**config.mk**
```make
export PLATFORM = sky130hd
export DESIGN_NAME = seq_shift_unit
export DESIGN_NICKNAME = d
export VERILOG_FILES = /design/src/rtl/seq_shift_unit.sv
export SDC_FILE = /design/constraint.sdc
export NUM_CORES = 1
export LEC_CHECK = 0
export BUFFER_PORTS_ARGS = -buffer_cell sky130_fd_sc_hd__buf_2
export CORE_MARGIN = 2
export CORE_UTILIZATION = 55
export DETAILED_ROUTE_END_ITERATION = 12
export PLACE_DENSITY = 0.91
export SKIP_CTS_REPAIR_TIMING = 1
export SLEW_MARGIN = 15
export SYNTH_ARGS = -nofsm -noshare
export SYNTH_HDL_FRONTEND = slang
export SYNTH_SLANG_ARGS = --single-unit
```
**constraint.sdc**
```tcl
create_clock -name clock -period 3.6 [get_ports clock]
set_input_delay 0.72 -clock clock [delete_from_list [all_inputs] [get_ports clock]]
set_output_delay 0.72 -clock clock [all_outputs]
set_load 0.02 [all_outputs]
```
**src/rtl/seq_shift_unit.sv**
```systemverilog
// Multi-cycle shift unit: one bit position per clock for SLL, SRL, SRA and ROR.
// The result is held in the working register until the consumer accepts it.
module seq_shift_unit #(
    parameter int WIDTH   = 32,
    parameter int SHAMT_W = 5
) (
    input  logic               clock,
    input  logic               reset,
    input  logic               in_valid,
    output logic               in_ready,
    input  logic [WIDTH-1:0]   in_data,
    input  logic [SHAMT_W-1:0] in_shamt,
    input  logic [1:0]         in_mode,
    output logic               out_valid,
    input  logic               out_ready,
    output logic [WIDTH-1:0]   out_data,
    output logic               out_zero,
    output logic               busy
);

    typedef enum logic [1:0] {
        ST_IDLE  = 2'd0,
        ST_SHIFT = 2'd1,
        ST_DONE  = 2'd2
    } state_t;

    localparam logic [1:0] MODE_SLL = 2'b00;
    localparam logic [1:0] MODE_SRA = 2'b10;
    localparam logic [1:0] MODE_ROR = 2'b11;

    state_t             state_reg, state_next;
    logic [WIDTH-1:0]   data_reg, data_next;
    logic [SHAMT_W-1:0] count_reg, count_next;
    logic [1:0]         mode_reg, mode_next;

    logic [WIDTH-1:0]   shl_vec;
    logic [WIDTH-1:0]   shr_vec;
    logic [WIDTH-1:0]   shifted;
    logic               fill_bit;

    // Bit shifted into the MSB on right shifts: zero, sign copy or wrapped LSB.
    assign fill_bit = (mode_reg == MODE_SRA) ? data_reg[WIDTH-1] :
                      (mode_reg == MODE_ROR) ? data_reg[0] : 1'b0;

    genvar gi;
    generate
        for (gi = 0; gi < WIDTH; gi++) begin : g_bits
            if (gi == 0) begin : g_lsb
                assign shl_vec[gi] = 1'b0;
            end else begin : g_lsb_n
                assign shl_vec[gi] = data_reg[gi-1];
            end
            if (gi == WIDTH-1) begin : g_msb
                assign shr_vec[gi] = fill_bit;
            end else begin : g_msb_n
                assign shr_vec[gi] = data_reg[gi+1];
            end
        end
    endgenerate

    assign shifted = (mode_reg == MODE_SLL) ? shl_vec : shr_vec;

    always_ff @(posedge clock) begin
        if (reset) begin
            state_reg <= ST_IDLE;
            data_reg  <= '0;
            count_reg <= '0;
            mode_reg  <= 2'b00;
        end else begin
            state_reg <= state_next;
            data_reg  <= data_next;
            count_reg <= count_next;
            mode_reg  <= mode_next;
        end
    end

    always_comb begin
        state_next = state_reg;
        data_next  = data_reg;
        count_next = count_reg;
        mode_next  = mode_reg;
        case (state_reg)
            ST_IDLE: begin
                if (in_valid) begin
                    data_next  = in_data;
                    count_next = in_shamt;
                    mode_next  = in_mode;
                    state_next = (in_shamt != '0) ? ST_SHIFT : ST_DONE;
                end
            end
            ST_SHIFT: begin
                data_next  = shifted;
                count_next = count_reg - SHAMT_W'(1);
                if (count_reg == SHAMT_W'(1)) begin
                    state_next = ST_DONE;
                end
            end
            ST_DONE: begin
                if (out_ready) begin
                    state_next = ST_IDLE;
                end
            end
            default: begin
                state_next = ST_IDLE;
            end
        endcase
    end

    assign in_ready  = (state_reg == ST_IDLE);
    assign out_valid = (state_reg == ST_DONE);
    assign busy      = (state_reg != ST_IDLE);
    assign out_data  = data_reg;
    assign out_zero  = (data_reg == '0);

endmodule
```
Yosys cells after proc, flatten, opt, wreduce, memory -nomap -nowiden

Index checks and enable logic that the tools add are counted.

Register bits after elaboration: 41
Bits of input ports: 43
Output and inout port bits: 36
Logic and storage cells: 37

$add $sub $neg: 1
Equal/unequal tests: 9
Muxes and demuxes: 12
Reductions and logical operators: 10

Operators with widths:

| operator                                                                | number |
|---|---|
| 32-bit two-way mux                                                      | 2 |
| 32-bit case mux with 2 select lines                                     | 1 |
| 32-bit logical NOT                                                      | 1 |
| 5-bit case mux with 2 select lines                                      | 1 |
| 2-bit two-way mux                                                       | 4 |
| 2-bit == test, second input constant                                    | 3 |
| 2-bit case mux with 3 select lines                                      | 1 |
| 3-bit AND reduction                                                     | 2 |
| 5-bit by 1-bit == test with 1-bit output, second input constant         | 1 |
| 5-bit two-way mux                                                       | 1 |
| 5-bit nonzero test                                                      | 1 |
| 5-bit by 1-bit subtractor with 5-bit output, second input constant      | 1 |
| 2-bit logical NOT                                                       | 2 |
| 2-bit inequality test, second input constant                            | 2 |
| 2-bit AND reduction                                                     | 2 |
| 2-bit nonzero test                                                      | 2 |
| 3-bit inequality test, second input constant                            | 1 |
| 2-bit by 1-bit == test with 1-bit output, second input constant         | 1 |
| 1-bit two-way mux                                                       | 2 |
| 2-bit by 1-bit inequality test with 1-bit output, second input constant | 1 |

Longest topological paths before layout

Depth after elaboration: 5
Mapped depth: 6
Depth with buffers taken out: 5

Worst setup path after synthesis

Ideal clock, no wire load.

Kind: reg2out
Start: register data_reg[17], in the netlist out_data[17]
End: output port out_zero
Arrival: 1.083 ns
Slack: 1.797 ns
Cell stages (with the launch flop): 4
Path buffers: 0
Cells stage by stage: dfxtp_1 -> nor4_1 -> nand4_1 -> nor2_1

Longest elaborated chain between the ends: 1

Ends and longest elaborated chain:

| element                | RTL line | source |
|---|---|---|
| from (decl)            | 32       | `logic [WIDTH-1:0] data_reg, data_next;` |
| from (signal assigned) | 71       | `data_reg <= data_next;` |
| 32-bit logical NOT     | 113      | `assign out_zero = (data_reg == '0);` |
| to (decl)              | 17       | `output logic out_zero,` |

No other way between the ends.

Final worst setup path

Start: register state_reg[0]
End: output port busy

Longest elaborated chain between the ends: 1

Ends and longest elaborated chain:

| element                | RTL line | source |
|---|---|---|
| from (decl)            | 31       | `state_t state_reg, state_next;` |
| from (signal assigned) | 70       | `state_reg <= state_next;` |
| 2-bit nonzero test     | 111      | `assign busy = (state_reg != ST_IDLE);` |
| to (decl)              | 18       | `output logic busy` |

No other way between the ends.

==> Implementation_results.wiki <==
{| class="wikitable"
! Metric !! Value
|-
| Largest net degree at the start of global routing || 67
|-
| Area growth, synth to finish || 12.8%
|-
| Beginning of the worst register-to-register path || state_reg[0]$_SDFFE_PP0P_
|-
| Number of fill cells || 416
|-
| Placer Congestion || 0.849
|-
| Proportion of power drawn by combinational gates || 36.3%
|-
| Proportion of power drawn by flip-flops and latches || 42.5%
|-
| Worst min-delay path class || reg2reg
|-
| Hold path startpoint || out_data[0]$_SDFFE_PP0P_
|-
| Core footprint || roughly 0.0048 mm²
|-
| Remaining DRCs || 0
|-
| Top library cells by usage in the layout, fill and taps aside || buf_2 (78), dfxtp_1 (39), nor2_1 (38)
|-
| Starting utilization of the core area || 58.0%
|-
| Source-to-sink clock delay at the later pin of the worst-skew pair || ~290 ps
|-
| Area enclosed by the die boundary || roughly 0.0056 mm²
|-
| Worst-case vdd ir drop || roughly 0.31 mV
|-
| Wire length of the first global-routing pass || 11.3 mm
|-
| Placement-stage worst setup slack || around 1400 ps
|-
| Areal power density over the cells || 498 mW/mm²
|-
| Chip Height || 75.0 µm
|-
| Clk pin slew, worst setup/hold paths || 80 ps
|-
| H-tree depth reported by CTS || 2
|-
| Critical-path cell list || buf_4 > nor2_1 > inv_1 > buf_2
|-
| Category of cells accounting for the largest share of critical-path delay || flip-flops
|-
| Crit Path Max Fanout || 21
|-
| Fin worst setup slack || 1110 ps
|-
| Number of clock sinks || 41
|-
| Final TNS setup || 0 ps
|-
| Register-to-register setup slack || 1500 ps
|-
| Routed WL per cell || ~16 µm
|-
| Number of maximum-capacitance constraint violations || 0
|-
| Share of total power consumed by net switching || between 30% and 40%
|-
| Clk network pwr share || about a fifth
|-
| Number of antenna violations at the first check in global routing || 0
|-
| Number of buffers and inverters on the critical path || 3
|-
| Crit path max-delay cell type || dfxtp_1
|-
| Register bit total from synthesis || 41
|-
| Result of the run || complete, no violations
|-
| Element type at the critical path end || output pin
|-
| Number of global-route vias before repair || 2496
|-
| Average cell area after synthesis || about 8.3 µm²
|-
| Number of nets in the layout || 429
|-
| Final-report max-slew violation count || 0
|-
| Sequential-to-total area share from yosys stat || 29.6%
|-
| Leading cell type in the layout, fill and taps excluded || buf_2
|-
| Horizontal die dimension || 75.0 µm
|-
| Slew of the pin with the lowest slew margin || 1150 ps
|-
| Area taken by multi-input logic gates || 0.00170 mm²
|-
| Drt total wl || 7.20 mm
|-
| Remaining antenna violation count after routing || 0
|-
| Worst clock skew || 8.46 ps
|-
| Critical path startpoint category || flip-flop
|-
| Crit path required time || 2880 ps
|-
| Endpoint of the lowest-slack register-to-register path || out_data[29]$_SDFFE_PP0P_
|-
| RSZ-0062 raised after global routing || false
|-
| Antenna diode count || 0
|-
| Cell row count || 25
|-
| Area of the mapped netlist || 0.00278 mm²
|-
| Cell count of the worst hold path || 2
|-
| Fraction of layout cells with a size suffix above 1 || approximately 29%
|-
| Count of TritonRoute iterations in the first routing pass || 6
|-
| Hold worst-path end || out_data[0]$_SDFFE_PP0P_
|-
| Hold violation count in the final report || 0
|-
| CTS buffer count || 5
|-
| Overall track demand over capacity in global routing || 25.2%
|-
| Final Non-Filler Cells || 452
|-
| P_leak || 1.24 nW
|-
| Via Count || 2766
|-
| Final setup violation count || 0
|-
| Worst-case headroom to the max-slew limit || 23.5%
|-
| Maximum achievable frequency || approximately 400 MHz
|-
| Post-Synthesis Cells || 333
|-
| Kind of critical path || reg2out
|-
| Critical path data arrival time || 1770 ps
|-
| Number of cell instances on the worst register-to-register path || 4
|-
| Ratio of routed vias to standard cells || 6.12
|-
| Switching power total || 0.615 mW
|-
| Clock tree from TritonCTS || built
|-
| Hold slack final || 529 ps
|-
| Root buffer cell || clkbuf_8
|-
| Port Buffer Count || between 70 and 80
|-
| Sequential Area || 823 µm²
|-
| Crit-path max cell delay || 810 ps
|-
| Syn_nets || between 300 and 400
|-
| Overflow left after global routing || 0
|-
| Shortest clock period the worst path allows after layout || 2490 ps
|-
| Final Cycle Share || around 69%
|-
| First-iteration detailed-routing DRC count || around 260
|-
| Dpl hpwl || ~4.7 mm
|-
| Number of warnings issued by yosys || 0
|-
| Clock Tree Buf Depth || 2
|-
| Number of flip-flops under the largest register name || 32
|-
| Number of top-level design ports || 79
|-
| Internal power of the cells || 0.944 mW
|-
| Placed cells || approximately 440
|-
| Count of different cell masters after synthesis || 43
|}
logic make-up after synthesis:
| logic type | after synthesis | share of synthesized area, % |
|---|---|---|
| AOI/OAI and AO/OA | 133 | 35.3 |
| adders and majority gates | 2 | 0.902 |
| buffers and inverters | 42 | 9.24 |
| DFF | 41 | 29.6 |
| muxes | 2 | 0.721 |
| and+or+nand+nor | 113 | 24.3 |
tightest hold or removal path, stage by stage, from the launching register on:
cell and delay (ps):
dfxtp_1 360, nand2_1 70, a21oi_1 50
area by class of cell:
type                            instances  share of cell area [%]
Multi-Input combinational cell        250                    54.2
Sequential cell                        41                    26.3
Timing Repair Buffer                   79                    12.7
Clock buffer                            7                    3.08
Tap cell                               67                    2.68
Inverter                                7                   0.839
Clock inverter                          1                   0.160
synthesized netlist by cell type (all sizes together):
cell type	count	area [µm²]
a31o	3	26.3
a221oi	1	15.0
nor2	38	143
nand2b	17	106
mux2i	2	20.0
o32ai	1	8.76
a21oi	20	100
o221ai	1	8.76
nand2	1	3.75
inv	7	26.3
o22ai	1	6.26
and4b	1	10.0
or2	1	6.26
nor3	3	15.0
o21ai	34	170
a31oi	2	12.5
a211oi	20	155
clkbuf	8	33.8
and3b	3	26.3
a311oi	14	179
nand3	1	5.00
or3b	1	8.76
buf	27	196
o21ba	1	16.3
nor3b	33	259
nor2b	3	18.8
o2bb2ai	1	8.76
dfxtp	41	821
nor4	8	50.1
o21a	31	233
and2b	1	10.0
o21bai	1	18.8
ha	2	25.0
o311a	1	10.0
nand4	2	12.5
a21bo	1	10.0
per-layer routing:
metal | up-vias | GRT usage [%] | wire length [µm]
met5 | - | 0 | 0
met4 | 0 | 6.94 | 91
met1 | 1310 | 33.1 | 3180
li1 | 1335 | - | -
met3 | 11 | 3.35 | 415
met2 | 110 | 43.5 | 3510
worst max-delay path by stage:
stage / startpoint / to / slack, ps / cells after the start
4_1_cts: state_reg[0]$_SDFFE_PP0P_ / busy / 1130 / 4
5_1_grt: state_reg[0]$_SDFFE_PP0P_ / busy / 1020 / 4
3_5_place_dp: state_reg[0]$_SDFFE_PP0P_ / busy / 1450 / 4
6_report: state_reg[0]$_SDFFE_PP0P_ / busy / 1110 / 4
3_3_place_gp: state_reg[0]$_SDFFE_PP0P_ / busy / 1530 / 4
2_1_floorplan: out_data[17]$_SDFFE_PP0P_ / out_zero / 1800 / 3
per-stage QoR:
step | total power, mW | utilization [%] | instance area, µm²
3_3_place_gp | 1.20 | 63.3 | 3030
6_report | 1.56 | 65.4 | 3130
2_1_floorplan | 1.09 | - | 2780
5_1_grt | 1.64 | 65.4 | 3130
4_1_cts | 1.55 | 65.4 | 3130
3_5_place_dp | 1.23 | 63.3 | 3030
power by group through the flow:
stage,combinational (mW),sequential [mW],clock (mW)
after floorplan,0.424,0.670,0
after global placement,0.541,0.661,0
after detailed placement,0.560,0.666,0
after CTS,0.563,0.657,0.333
after global routing,0.620,0.673,0.345
final,0.566,0.663,0.331
Power figures use the tool's default switching activity.
